==> src/rtl/cdb_arbiter.sv <==
// Two-lane common data bus arbiter: round-robin picks up to two finished results per cycle, broadcast one cycle later.
// Backpressure: req_ready is the combinational grant; ungranted requesters hold their payload, and flush/reset grant nothing.
module cdb_arbiter #(
    parameter int ROB_SIZE_bits = 4
) (
    input  logic                               clk,
    input  logic                               rst,
    input  logic                               FLUSH_Flag,
    input  logic [3:0]                         req_valid,
    input  logic [4*(ROB_SIZE_bits+1)-1:0]     req_ROBEN,
    input  logic [127:0]                       req_Write_Data,
    input  logic [3:0]                         req_Branch_Decision,
    input  logic [3:0]                         req_EXCEPTION,
    output logic [3:0]                         req_ready,
    output logic [ROB_SIZE_bits:0]             CDB_ROBEN1,
    output logic [ROB_SIZE_bits:0]             CDB_ROBEN2,
    output logic [31:0]                        CDB_ROBEN1_Write_Data,
    output logic [31:0]                        CDB_ROBEN2_Write_Data,
    output logic                               CDB_Branch_Decision1,
    output logic                               CDB_Branch_Decision2,
    output logic                               CDB_EXCEPTION1,
    output logic                               CDB_EXCEPTION2,
    output logic [1:0]                         rr_ptr
);

    localparam int NREQ = 4;
    localparam int RW   = ROB_SIZE_bits + 1;

    typedef struct packed {
        logic [RW-1:0] roben;
        logic [31:0]   data;
        logic          br;
        logic          exc;
    } lane_t;

    lane_t      lane1_q, lane1_d;
    lane_t      lane2_q, lane2_d;
    logic [1:0] rr_ptr_q, rr_ptr_d;

    logic [NREQ-1:0] eligible;
    logic            a_vld, b_vld;
    logic [1:0]      a_idx, b_idx, scan_idx;
    logic            accept;

    function automatic lane_t lane_of(
        input logic [1:0]       idx,
        input logic [4*RW-1:0]  rob,
        input logic [127:0]     dat,
        input logic [3:0]       br,
        input logic [3:0]       exc
    );
        lane_t l;
        l.roben = rob[int'(idx)*RW +: RW];
        l.data  = dat[int'(idx)*32 +: 32];
        l.br    = br[idx];
        l.exc   = exc[idx];
        return l;
    endfunction

    // ROBEN 0 means "nothing to broadcast", so such a requester is never eligible.
    always_comb begin
        eligible = '0;
        for (int i = 0; i < NREQ; i++) begin
            eligible[i] = req_valid[i] && (req_ROBEN[i*RW +: RW] != '0);
        end
    end

    // Scan from the round-robin pointer; first eligible wins lane 1, second lane 2.
    always_comb begin
        a_vld    = 1'b0;
        b_vld    = 1'b0;
        a_idx    = 2'd0;
        b_idx    = 2'd0;
        scan_idx = rr_ptr_q;
        for (int k = 0; k < NREQ; k++) begin
            scan_idx = rr_ptr_q + 2'(k);
            if (eligible[scan_idx]) begin
                if (!a_vld) begin
                    a_vld = 1'b1;
                    a_idx = scan_idx;
                end else if (!b_vld) begin
                    b_vld = 1'b1;
                    b_idx = scan_idx;
                end
            end
        end
    end

    assign accept = !(rst || FLUSH_Flag);

    always_comb begin
        req_ready = '0;
        if (accept) begin
            if (a_vld) req_ready[a_idx] = 1'b1;
            if (b_vld) req_ready[b_idx] = 1'b1;
        end
    end

    always_comb begin
        lane1_d  = '0;
        lane2_d  = '0;
        rr_ptr_d = rr_ptr_q;
        if (accept && a_vld) begin
            lane1_d  = lane_of(a_idx, req_ROBEN, req_Write_Data, req_Branch_Decision, req_EXCEPTION);
            rr_ptr_d = a_idx + 2'd1;
        end
        // Grant B only exists when grant A does, so lane 2 is never active alone.
        if (accept && b_vld) begin
            lane2_d  = lane_of(b_idx, req_ROBEN, req_Write_Data, req_Branch_Decision, req_EXCEPTION);
            rr_ptr_d = b_idx + 2'd1;
        end
    end

    always_ff @(posedge clk) begin
        if (rst) begin
            lane1_q  <= '0;
            lane2_q  <= '0;
            rr_ptr_q <= 2'd0;
        end else begin
            lane1_q  <= lane1_d;
            lane2_q  <= lane2_d;
            rr_ptr_q <= rr_ptr_d;
        end
    end

    assign CDB_ROBEN1            = lane1_q.roben;
    assign CDB_ROBEN1_Write_Data = lane1_q.data;
    assign CDB_Branch_Decision1  = lane1_q.br;
    assign CDB_EXCEPTION1        = lane1_q.exc;
    assign CDB_ROBEN2            = lane2_q.roben;
    assign CDB_ROBEN2_Write_Data = lane2_q.data;
    assign CDB_Branch_Decision2  = lane2_q.br;
    assign CDB_EXCEPTION2        = lane2_q.exc;
    assign rr_ptr                = rr_ptr_q;

endmodule

==> config.mk <==
export PLATFORM = sky130hd
export DESIGN_NAME = cdb_arbiter
export DESIGN_NICKNAME = d
export VERILOG_FILES = /design/src/rtl/cdb_arbiter.sv
export SDC_FILE = /design/constraint.sdc
export NUM_CORES = 1
export LEC_CHECK = 0
export CAP_MARGIN = 20
export CORE_ASPECT_RATIO = 0.8
export CORE_MARGIN = 2
export CORE_UTILIZATION = 41
export CTS_BUF_LIST = sky130_fd_sc_hd__clkbuf_16
export CTS_CLUSTER_SIZE = 25
export DETAILED_ROUTE_END_ITERATION = 10
export PLACE_DENSITY = 0.81
export SYNTH_ARGS = -nofsm -noshare
export SYNTH_HDL_FRONTEND = slang
export SYNTH_SLANG_ARGS = --single-unit
export TNS_END_PERCENT = 5
==> constraint.sdc <==
create_clock -name clk -period 8.5 [get_ports clk]
set_clock_uncertainty 0.05 [all_clocks]
set_input_delay 2.55 -clock clk [delete_from_list [all_inputs] [get_ports clk]]
set_output_delay 2.55 -clock clk [all_outputs]
set_load 0.005 [all_outputs]
# Word level (Yosys, flattened, before mapping)
# Index checks and enable logic that the tools add are counted.
# totals
reg_bits	80
input_bits	163
output_inout_bits	84
elab_cells	99
# op_classes
addsub	5
multipliers	2
order_cmp	8
shifts	4
muxes	51
bitwise_logic	3
reduce_logical	17
# op_table
cell	count
128-bit by 8-bit variable part select with 32-bit output	2
20-bit by 6-bit variable part select with 5-bit output	2
2-bit 2-to-1 mux	17
1-bit 2-to-1 mux	20
5-bit nonzero test	4
2-bit by 3-bit < comparator with 1-bit output (second input constant)	6
1-bit binary-select mux with 2-bit select	8
4-bit 2-to-1 mux	4
2-bit by 3-bit multiplier with 5-bit output (second input constant)	2
1-bit logical AND	8
2-bit by 1-bit adder with 2-bit output (second input constant)	3
2-bit adder (second input constant)	2
1-bit demux with 2-bit select	2
2-bit by 1-bit greater-or-equal comparator with 1-bit output (second input constant)	2
4-bit bitwise OR	1
2-bit OR reduction	2
1-bit inverter	2
2-bit nonzero test	1
1-bit logical NOT	1
1-bit logical OR	1

# Logic depth before layout (Yosys ltp)
# Gate-level depths: netlist of the first run.
# logic_depth
ltp_word	20
depth_mapped	15
depth_no_buf	12

# Worst setup path after synthesis of the first run
# Ideal clock, no wire load.
# synth_path
kind	input -> output
startpoint	input req_ROBEN[6]
endpoint	output req_ready[0]
t_arrival_ns	5.093
required_ns	5.900
slack_ns	0.807
cell_stages	12
n_path_buf	2
path_cell_list	or4_4 -> o21a_1 -> mux2i_1 -> a21oi_1 -> ha_1 -> nor3_1 -> a211oi_2 -> o22ai_1 -> a211oi_2 -> buf_4 -> buf_4 -> o31ai_1
# synth_via
elab_chain_cells	20
elab_cells_between_ends	50
classes_between	4 x order compare; 41 x mux; 1 x bitwise; 4 x reduce/logical
# synth_rtl
element	line	text
start: declaration	10	input logic [4*(ROB_SIZE_bits+1)-1:0] req_ROBEN,
5-bit nonzero test (*)	64	eligible[i] = req_valid[i] && (req_ROBEN[i*RW +: RW] != '0);
1-bit logical AND (*)	64	
1-bit binary-select mux with 2-bit select	77	if (eligible[scan_idx]) begin
1-bit 2-to-1 mux (implied by the code)	77	
2-bit 2-to-1 mux or 1-bit 2-to-1 mux (tied branches)	77	
2-bit 2-to-1 mux or 1-bit 2-to-1 mux (tied branches)	78	if (!a_vld) begin
2-bit 2-to-1 mux or 1-bit 2-to-1 mux (tied branches)	77	
2-bit 2-to-1 mux, on equally long branches	78, 81	
(+4 left out)	--	
1-bit logical AND (implied by the code) or 2-bit 2-to-1 mux (tied branches)	94, 77	
1-bit 2-to-1 mux (implied by the code) (tied with other cells)	94	if (a_vld) req_ready[a_idx] = 1'b1;
1-bit demux with 2-bit select or 1-bit logical AND (tied branches)	94, 95	
4-bit 2-to-1 mux or 1-bit 2-to-1 mux (tied branches)	94, 95	
4-bit 2-to-1 mux or 1-bit demux with 2-bit select (tied branches)	93, 95	
4-bit bitwise OR (no source line)	--	
4-bit 2-to-1 mux (*)	95	if (b_vld) req_ready[b_idx] = 1'b1;
4-bit 2-to-1 mux (*)	93	if (accept) begin
end: declaration	14	output logic [3:0] req_ready,
# Every way passes the cells marked *; elsewhere a longest branch is shown, timed or not. The select of a mux whose other input is x is not followed.

# Worst setup path after layout of the first run
# layout_path
startpoint	input req_ROBEN[4]
endpoint	output req_ready[2]
# Same word-level chain as after synthesis.

==> impl_results.md, run 1 <==
- Final Cell Area: 0.00790 sq mm
- Most common cell on crit path: clkdlybuf4s50_1
- Post-route ant nets: 0
- Max cap viols: 0
- H-tree depth: 3
- Yosys reg bits: 80
- DR vias: between 5,000 and 6,000
- CTS sink cnt: 80
- Top Layer Used: met4
- CP max stage delay: 0.58 ns
- Ant diodes: 0
- CP required: 5.90 ns
- Post-Syn Area: between 0.004 and 0.005 sq mm
- Cell with the most instances after synthesis: nand2_1
- Largest net degree at the start of global routing: 71
- Reg2reg end: rr_ptr[1]
- RePlAce Congestion: 0.945
- First-pass GRT wire length: approximately 28,000 um
- Hold Vio Cnt, Final: 0
- Area leader, netlist: dfxtp_1
- CP cell instances: clkdlybuf4s50_1 -> or4_1 -> o211ai_1 -> o21ai_2 -> nor2_1 -> a21oi_1 -> ha_2 -> nor3_2 -> a211oi_2 -> o22ai_2 -> a211oi_4 -> o31ai_1 -> clkdlybuf4s50_1
- Max Clock Freq: between 100 and 150 MHz
- Clk_lat worst skew: around 0.33 ns
- Bufs and invs on worst path: 2
- Vias/cell: 5.81
- Die Width: 127 um
- Die ar.: 0.0131 sq mm
- Met3 Wirelength: 1680 um
- Switch Pwr: slightly below 500 uW
- Critical path peak fanout: 4
- Comb pwr share: 41.1%
- Critical path class: in -> out
- Critical path's slowest cell: or4_1
- Starting Density: between 40% and 50%
- Core Area: 0.0120 sq mm
- Crit. End Element: output pin
- Top-area cell type share of the netlist area: 32.0%
- Hold path start: rr_ptr[0]
- Reg clk slew, reported paths: ~0.060 ns
- Root Driver: clkbuf_16
- Final std cells w/o fill: ~960
- Gr ovfl total: 0
- Async S/R FF share, synth: 0%
- Worst r2r path cells: 13
- IO Count: 247
- LEAKAGE: 2.84 nW
- Part of the cycle the worst path needs: 98.8%
- Metal-1 WL: 7420 um
- Clock power frac: between 20% and 30%
- Rel. slew slack: between 40% and 50%
- WL/cell: 18.9 um
- R2R setup slack: 4.67 ns
- Peak supply drop: approximately 0.00010 V
- Antenna violations before repair: 0
- Startpoint types: input port
- Sequential area share after synthesis: 32.0%
- Synth Instances: 582
- Status: completed
- # fillers: ~960
- Sequential Power Share: a little under a third
- Synth cell count leaders: 88 x nand2_1, 80 x dfxtp_1, 79 x a211oi_1, 49 x nor2_1, 42 x mux2i_1
- Worst hold slack: approximately 0.77 ns
- PD cells: 181 mW/mm^2
- Worst Path Arrival: 5.79 ns
- Pins over their slew limit: 0
- TritonCTS clock tree: built
- DP Area: 0.00756 sq mm
- Slew @ Worst Pin: 0.851 ns
- Overall Global Routing Usage: 26.4%
- Pre-antenna DRT Iters: 5
- Sw frac: 33.5%
- Share of cells above drive strength 1: 12.0%
- NumNets Final: between 900 and 1,000
- Worst hold stages: 2
- Synth Flop Type: dfxtp_1
- Reg2reg start: rr_ptr[1]
- Mean Syn Cell Area: 8.59 sq um
- Initial DRC Count: just under 300
- Drc violations: 0
- Placed instance count: 945
- Die height: 103 um
- WL final: ~18,000 um
- Number of enable flip-flop cells after synthesis: 0
- Cell Rows: 36
- Cell Int Power: 952 uW
- Yosys cell types: 50
- Total power draw: between 1 and 1.5 mW
- Mapped Nets: around 750
- Min-Delay Endpoint: rr_ptr[0]
- Vias in the first global route: 5,403
- CTS Buf Count: 9
- Top delay family on crit path: compound AO/OA/AOI/OAI gates
- IO buf count: 246
- Synth-to-Final Area Change: 58.0%
- Final setup fails: 0
- Top cells by area, synth: dfxtp_1 32%, a211oi_1 12%, mux2_2 8.8%
- # hold bufs at CTS: 0
- DR WL met2: around 8700 um
- Post-layout min period: 8.39 ns
- Worst-case clock buffer depth: 2
- Worst hold path class: reg -> reg
- Yosys warnings: 0
- Dpl hpwl: 12,600 um
==> worst reg2reg max path: stages, from the launching register on <==
cell and delay, ns:
dfxtp_1 0.58, inv_2 0.21, o21ai_2 0.20, nor2_1 0.06
a21oi_1 0.21, ha_2 0.28, nor3_2 0.06, a211oi_2 0.23
o22ai_2 0.12, a211oi_4 0.32, buf_4 0.19, buf_4 0.58
mux2_2 0.43, a311oi_1 0.20
==> area by class of cell <==
type	instances	area, sq um	area share, %
multi-input combinational	443	3160	40.0
timing repair buffer	268	2630	33.3
sequential	80	1600	20.3
clock buffer	9	225	2.85
tap	152	190	2.41
clock inverter	7	86.3	1.09
inverter	2	7.51	0.0951
==> flip-flops by register name, indices dropped and copies added (netlist names) <==
name / cells
CDB_EXCEPTION1: 1
CDB_Branch_Decision2: 1
CDB_ROBEN2_Write_Data: 32
CDB_ROBEN1: 5
CDB_ROBEN2: 5
CDB_Branch_Decision1: 1
CDB_EXCEPTION2: 1
rr_ptr: 2
CDB_ROBEN1_Write_Data: 32
==> cell families (layout without fill, tap and decap cells) <==
logic type / Yosys count / count (layout) / synth area share, %
AO/OA/AOI/OAI: 163 / 163 / 26.0
XOR/XNOR: 2 / 2 / 0.350
adder cells (fa/ha/maj): 2 / 2 / 0.500
buffers and inverters: 59 / 286 / 6.03
flip-flops: 80 / 80 / 32.0
multiplexers: 83 / 83 / 17.9
AND/OR/NAND/NOR: 193 / 193 / 17.2
==> cell usage in the layout, fill, tap and decap left out, drive strengths merged, types with 3 or more instances in the layout <==
| cell type | synthesis | routed |
|---|---|---|
| o21a | 4 | 4 |
| mux2i | 42 | 42 |
| a311oi | 40 | 40 |
| o21ai | 13 | 13 |
| o211ai | 3 | 3 |
| or4 | 3 | 3 |
| nor2b | 39 | 39 |
| clkinv | 0 | 5 |
| nand3 | 4 | 4 |
| nand2 | 88 | 88 |
| mux2 | 40 | 40 |
| clkbuf | 25 | 9 |
| nor3 | 5 | 5 |
| a2111oi | 3 | 3 |
| o31ai | 4 | 4 |
| buf | 32 | 22 |
| nor2 | 49 | 49 |
| clkdlybuf4s50 | 0 | 246 |
| a211oi | 81 | 81 |
| dfxtp | 80 | 80 |
==> power groups by stage <==
stage,Clock (mW),Sequential (mW),Combinational [mW]
floorplan,0,0.439,0.334
global placement,0,0.436,0.567
detailed placement,0,0.437,0.582
CTS,0.420,0.429,0.584
global route,0.435,0.433,0.637
finish,0.414,0.429,0.589
==> metal layers <==
metal / vias to the layer above / global-route usage (%)
met3: 29 / 7.84
met2: 253 / 45.3
met5: - / 0
met1: 2675 / 31.8
li1: 2623 / -
met4: 0 / 9.55
==> metrics by stage <==
step	setup WS [ns]	TNS, ns	util, %
4_1_cts	0.0284	0	65.5
3_5_place_dp	0.0835	0	62.9
2_1_floorplan	0.807	0	-
3_3_place_gp	0.101	0	62.9
5_1_grt	-0.0120	-0.0206	65.7
6_report	0.105	0	65.7
==> worst max path at each step <==
| stage | start | end | slack (ns) | depth (start not counted) |
|---|---|---|---|---|
| final | req_ROBEN[4] | req_ready[2] | 0.11 | 13 |
| after global routing | req_ROBEN[3] | req_ready[2] | -0.01 | 13 |
| after CTS | req_ROBEN[4] | req_ready[2] | 0.03 | 13 |
| after detailed placement | req_ROBEN[4] | req_ready[2] | 0.08 | 13 |
| after global placement | req_ROBEN[4] | req_ready[2] | 0.10 | 13 |
| after floorplan | req_ROBEN[6] | req_ready[0] | 0.81 | 12 |
==> timing repair <==
action                                  4_1_cts  5_1_grt
setup buffers                                 0        0
endpoints found under the setup margin        0        4
resized for setup                             0        5
No activity file was read; power rests on OpenSTA's default activity.
==> run 2, diff against run 1 <==
--- a/config.mk
+++ b/config.mk
@@ -12,6 +12,7 @@
 export CTS_BUF_LIST = sky130_fd_sc_hd__clkbuf_16
 export CTS_CLUSTER_SIZE = 25
 export DETAILED_ROUTE_END_ITERATION = 10
+export GPL_ROUTABILITY_DRIVEN = 0
 export PLACE_DENSITY = 0.81
 export SYNTH_ARGS = -nofsm -noshare
 export SYNTH_HDL_FRONTEND = slang
==> run 2 against run 1 <==
Final cell count is the same. Worst hold slack gained 0.017 ns. First-iteration DRC count shrank 15%. Combinational power is essentially flat. Non-clock buffer count is the same. Via count shrank 0.97%. Routed wire length shrank 2.1%. Worst setup slack gained 0.072 ns. Critical path type unchanged. Critical endpoint is now req_ready[1]. Largest power group unchanged.
==> impl_results.md, run 2 (synthesis gave the netlist of run 1 again) <==
- CP max stage delay: 0.57 ns (about the same)
- Starting Density: 41.6% (unchanged)
- Ant diodes: 0 (unchanged)
- CP cell instances: clkdlybuf4s50_1 -> or4_4 -> o211ai_1 -> o21ai_2 -> buf_4 -> nor3_1 -> nor4_1 -> buf_4 -> a211oi_4 -> buf_4 -> nand2_1 -> o31ai_1 -> clkdlybuf4s50_1
- Register area: 0.00160 sq mm (unchanged)
- CP required: 5.90 ns (about the same)
- H-tree depth: 3 (unchanged)
- Rel. slew slack: 35.7% (-7.5 points)
- Slew @ Worst Pin: 0.964 ns (+0.113 ns)
- Dpl hpwl: 12,400 um (-1.4%)
- Hold Vio Cnt, Final: 0 (unchanged)
- Antenna violations before repair: 0 (unchanged)
- Die Width: 127 um (unchanged)
- TritonCTS clock tree: built
- Commonest non-fill, non-tap cell in the layout: clkdlybuf4s50_1
- WL/cell: 18.5 um (-2.1%)
- Hold path start: rr_ptr[0]
- Startpoint types: input port
- Dpl ws: 0.0361 ns (-0.0474 ns)
- PD cells: 175 mW/mm^2 (-3.6%)
- Worst hold path class: reg -> reg
- Vias/cell: 5.75 (-0.97%)
- Post-layout min period: 8.32 ns (-0.0717 ns)
- IO buf count: 246 (unchanged)
- Drc violations: 0 (unchanged)
- Die height: 103 um (unchanged)
- Peak supply drop: 0.000109 V (+8.4%)
- Reg2reg start: rr_ptr[1]
- # fillers: 974 (+2.0%)
- Worst-case clock buffer depth: 2 (unchanged)
- Worst hold stages: 2 (unchanged)
- DP Area: 0.00756 sq mm (unchanged)
- Share of cells above drive strength 1: 12.0% (unchanged)
- Initial DRC Count: 249 (-15%)
- Commonest non-fill, non-tap cells in the layout: 246 x clkdlybuf4s50_1, 88 x nand2_1, 80 x dfxtp_1
- Worst hold slack: 0.791 ns (+0.0165 ns)
- Reg clk slew, reported paths: 0.06 ns (about the same)
- Synth-to-Final Area Change: 57.3%
- LEAKAGE: 2.81 nW (-0.95%)
- Area of the multi-input gates: 0.00316 sq mm (+0.12%)
- Worst Path Arrival: 5.72 ns (-0.07 ns)
- Critical path class: in -> out
- Root Driver: clkbuf_16
- Setup Fix Bufs, Post-CTS: 0 (unchanged)
- Final Cell Area: 0.00786 sq mm (-0.44%)
- Core Area: 0.0120 sq mm (unchanged)
- CTS sink cnt: 80 (unchanged)
- Total power draw: 1.37 mW (-4.0%)
- Setup ws final: 0.177 ns (+0.0717 ns)
- Most common cell on crit path: buf_4
- Pins over their slew limit: 0 (unchanged)
- Vias in the first global route: 5,472 (+1.3%)
- Die ar.: 0.0131 sq mm (unchanged)
- Part of the cycle the worst path needs: 97.9% (-0.84 points)
- IO Count: 247 (unchanged)
- First-pass GRT wire length: 27,300 um (-1.0%)
- Worst r2r path cells: 13 (unchanged)
- Critical path peak fanout: 4 (unchanged)
- Final core occ: 65.4% (-0.29 points)
- CTS Buf Count: 9 (unchanged)
- Max cap viols: 0 (unchanged)
- Post-CTS sizing: 0 (unchanged)
- Clk_lat worst skew: 0.32 ns (about the same)
- Post-route ant nets: 0 (unchanged)
- Pre-antenna DRT Iters: 4 (-1)
- # hold bufs at CTS: 0 (unchanged)
- DR vias: 5,526 (-0.97%)
- WL final: 17,700 um (-2.1%)
- Crit. End Element: output pin
- Cell Rows: 36 (unchanged)
- Max Clock Freq: 120 MHz (+0.86%)
- Gr ovfl total: 0 (unchanged)
- Critical path's slowest cell: or4_4
- NumNets Final: 969 (unchanged)
- Largest net degree at the start of global routing: 77 (+8.5%)
- Overall Global Routing Usage: 26.0% (-0.40 points)
- Crit path from: req_ROBEN[3]
- Final setup fails: 0 (unchanged)
- Status: completed
-- run 2: layout make-up --
type	count	area share (%)
Inverter	2	0.0955
Timing Repair Buffer	268	33.4
Clock inverter	7	0.605
Multi-Input combinational cell	443	40.2
Clock buffer	9	2.86
Sequential cell	80	20.4
Tap cell	152	2.42
-- run 2: per-layer routing --
metal | share of wire (%) | GRT usage, % | up-vias | wire length [um]
met2 | 49 | 46.1 | 251 | 8680
met4 | 2.0 | 8.79 | 0 | 361
met3 | 9.0 | 7.84 | 29 | 1590
li1 | - | - | 2625 | -
met1 | 40 | 30.4 | 2621 | 7110
met5 | 0 | 0 | - | 0
-- run 2: worst paths after layout --
kind                            slack (ns)           end
worst max register to register        4.88     rr_ptr[1]
worst min-delay path                  0.79     rr_ptr[0]
worst min register to register        0.79     rr_ptr[0]
worst max-delay path                  0.18  req_ready[1]
-- run 2: critical path: cells and delay by family --
| family | cells | cell delay [ns] |
|---|---|---|
| AND/OR/NAND/NOR | 4 | 0.92 |
| AO/OA/AOI/OAI | 4 | 0.72 |
| buffers and inverters | 5 | 1.52 |
-- run 2: power by group --
part           total (mW)  internal, mW  leakage [nW]  switching (mW)
clock               0.357         0.197         0.127           0.160
combinational       0.588         0.283          2.03           0.305
sequential          0.429         0.414         0.655          0.0149
total                1.37         0.894          2.81           0.480
-- run 2: metrics by stage --
stage	setup TNS, ns	instances
after global placement	0	945
final	0	961
after detailed placement	0	945
after CTS	0	961
after global routing	-0.0289	961
after floorplan	0	582
==> run 3, diff against run 2 <==
--- a/config.mk
+++ b/config.mk
@@ -7,7 +7,6 @@
 export LEC_CHECK = 0
 export CAP_MARGIN = 20
 export CORE_ASPECT_RATIO = 0.8
-export CORE_MARGIN = 2
 export CORE_UTILIZATION = 41
 export CTS_BUF_LIST = sky130_fd_sc_hd__clkbuf_16
 export CTS_CLUSTER_SIZE = 25
==> constraint.sdc (replaced) <==
create_clock -name clk -period 8.5 [get_ports clk]
set_clock_uncertainty 0.05 [all_clocks]
set_input_delay 1.275 -clock clk [delete_from_list [all_inputs] [get_ports clk]]
set_output_delay 1.275 -clock clk [all_outputs]
set_load 0.05 [all_outputs]
==> run 3 against run 2 <==
The flow now finishes with violations (DRC). Register-to-register slack got worse by 0.56 ns. Global-route usage up 1.6 points. Combinational power increased by 21%. Worst hold slack worse by 0.0068 ns. Utilization increased by 1.4 points. Die area is 3.5% lower. Fmax is 13% higher. Largest cell class unchanged. Largest power group unchanged.
==> impl_results.md, run 3 (synthesis gave the netlist of run 1 again) <==
- Startpoint types: input port
- Dpl hpwl: 12,600 um (+1.3%)
- Dpl ws: 1.21 ns (+1.18 ns)
- Gr ovfl total: 0 (unchanged)
- Worst hold path class: reg -> reg
- Drc violations: 15 (+15)
- First-pass GRT wire length: 27,500 um (+0.71%)
- Die ar.: 0.0126 sq mm (-3.5%)
- TritonCTS clock tree: built
- CTS sink cnt: 80 (unchanged)
- Die Width: 125 um (-1.6%)
- Crit. End Element: output pin
- Critical path peak fanout: 65 (+61)
- Clk_lat worst skew: 0.34 ns (+0.02 ns)
- Slew @ Worst Pin: 0.991 ns (+0.0271 ns)
- LEAKAGE: 2.78 nW (-1.2%)
- WL final: 17,800 um (+0.37%)
- # fillers: 937 (-3.8%)
- Failing checks: DRC
- Rel. slew slack: 33.9% (-1.8 points)
- Cell Rows: 35 (-2.8%)
- RSZ-0062 raised after global routing: no
- Vias in the first global route: 5,419 (-0.97%)
- Antenna violations before repair: 0 (unchanged)
- Largest net degree at the start of global routing: 80 (+3.9%)
- IO Count: 247 (unchanged)
- Synth-to-Final Area Change: 56.1%
- Pins over their slew limit: 0 (unchanged)
- Post-layout min period: 7.34 ns (-0.982 ns)
- WL/cell: 18.9 um (+2.2%)
- CTS Buf Count: 9 (unchanged)
- Final setup fails: 0 (unchanged)
- H-tree depth: 3 (unchanged)
- Root Driver: clkbuf_16
- Ant diodes: 0 (unchanged)
- Reg clk slew, reported paths: 0.06 ns (about the same)
- Max Clock Freq: 136 MHz (+13%)
- Setup ws final: 1.16 ns (+0.982 ns)
- Max cap viols: 0 (unchanged)
- Peak supply drop: 0.000123 V (+13%)
- IO buf count: 246 (unchanged)
- Worst-case clock buffer depth: 2 (unchanged)
- Critical path class: in -> out
- Post-route ant nets: 0 (unchanged)
- Share of cells above drive strength 1: 10.2% (-1.8 points)
- Initial DRC Count: 329 (+32%)
- Worst Path Arrival: 6.02 ns (+0.30 ns)
- Pre-antenna DRT Iters: 8 (+4)
- Setup Fix Bufs, Post-CTS: 0 (unchanged)
- Status: complete, but fails checks
- R2R setup slack: 4.32 ns (-0.56 ns)
- DR vias: 5,494 (-0.58%)
- NumNets Final: 956 (-1.3%)
- Post-CTS sizing: 0 (unchanged)
- Part of the cycle the worst path needs: 86.4% (-12 points)
- Commonest non-fill, non-tap cells in the layout: 246 x clkdlybuf4s50_1, 88 x nand2_1, 80 x dfxtp_1
- CP required: 7.17 ns (+1.27 ns)
- Vias/cell: 5.82 (+1.2%)
- Core Area: 0.0117 sq mm (-2.8%)
- PD cells: 205 mW/mm^2 (+17%)
- Die height: 101 um (-1.9%)
- Overall Global Routing Usage: 27.6% (+1.6 points)
- Starting Density: 42.8% (+1.2 points)
- Commonest non-fill, non-tap cell in the layout: clkdlybuf4s50_1
- Hold Vio Cnt, Final: 0 (unchanged)
- # hold bufs at CTS: 0 (unchanged)
- Setup TNS: 0 ns (unchanged)
## run 3: per-stage QoR
stage          hold WS [ns]  instances  power (mW)  util, %  cell area (sq um)
6_report              0.784        944        1.60     66.7               7800
3_3_place_gp          0.714        928        1.13     63.8               7460
2_1_floorplan         0.858        582       0.913        -               5000
4_1_cts               0.764        944        1.60     66.7               7800
5_1_grt               0.819        944        1.67     66.7               7800
3_5_place_dp          0.759        928        1.14     63.8               7460
## run 3: per-layer routing
| layer | global-route usage [%] | wire length [um] | share of wire, % | up-vias |
|---|---|---|---|---|
| met2 | 47.6 | 8590 | 48 | 256 |
| li1 | - | - | - | 2587 |
| met4 | 9.57 | 364 | 2.0 | 0 |
| met3 | 8.86 | 1560 | 8.8 | 30 |
| met1 | 32.5 | 7290 | 41 | 2621 |
| met5 | 0 | 0 | 0 | - |
## run 3: final timing paths
path                       from      endpoint  cells after the start
hold reg to reg       rr_ptr[0]     rr_ptr[0]                      2
hold / removal        rr_ptr[0]     rr_ptr[0]                      2
setup reg to reg      rr_ptr[1]     rr_ptr[1]                     12
setup / recovery  req_ROBEN[11]  req_ready[1]                     11
## run 3: worst max-delay path, stage by stage
cell and delay, ns:
clkdlybuf4s50_1 0.46, or4_1 0.57, o21ai_1 0.70, o21ai_2 0.17, a211oi_2 0.23, o22ai_1 0.14
a211oi_4 0.72, buf_4 0.70, nand2_1 0.11, o31ai_1 0.10, clkdlybuf4s50_1 0.84
## run 3: cell type report
class,instances,area [sq um],share of cell area (%)
tap,148,185,2.37
timing repair buffer,255,2530,32.4
inverter,2,7.51,0.0962
clock buffer,9,225,2.89
clock inverter,7,119,1.52
sequential,80,1600,20.5
multi-input combinational,443,3130,40.2
## run 3: where the power goes
| group | internal, mW | switching (mW) | total (mW) | leakage [nW] |
|---|---|---|---|---|
| combinational | 0.270 | 0.439 | 0.709 | 1.96 |
| clock | 0.288 | 0.174 | 0.462 | 0.162 |
| sequential | 0.414 | 0.0156 | 0.430 | 0.655 |
| total | 0.972 | 0.628 | 1.60 | 2.78 |
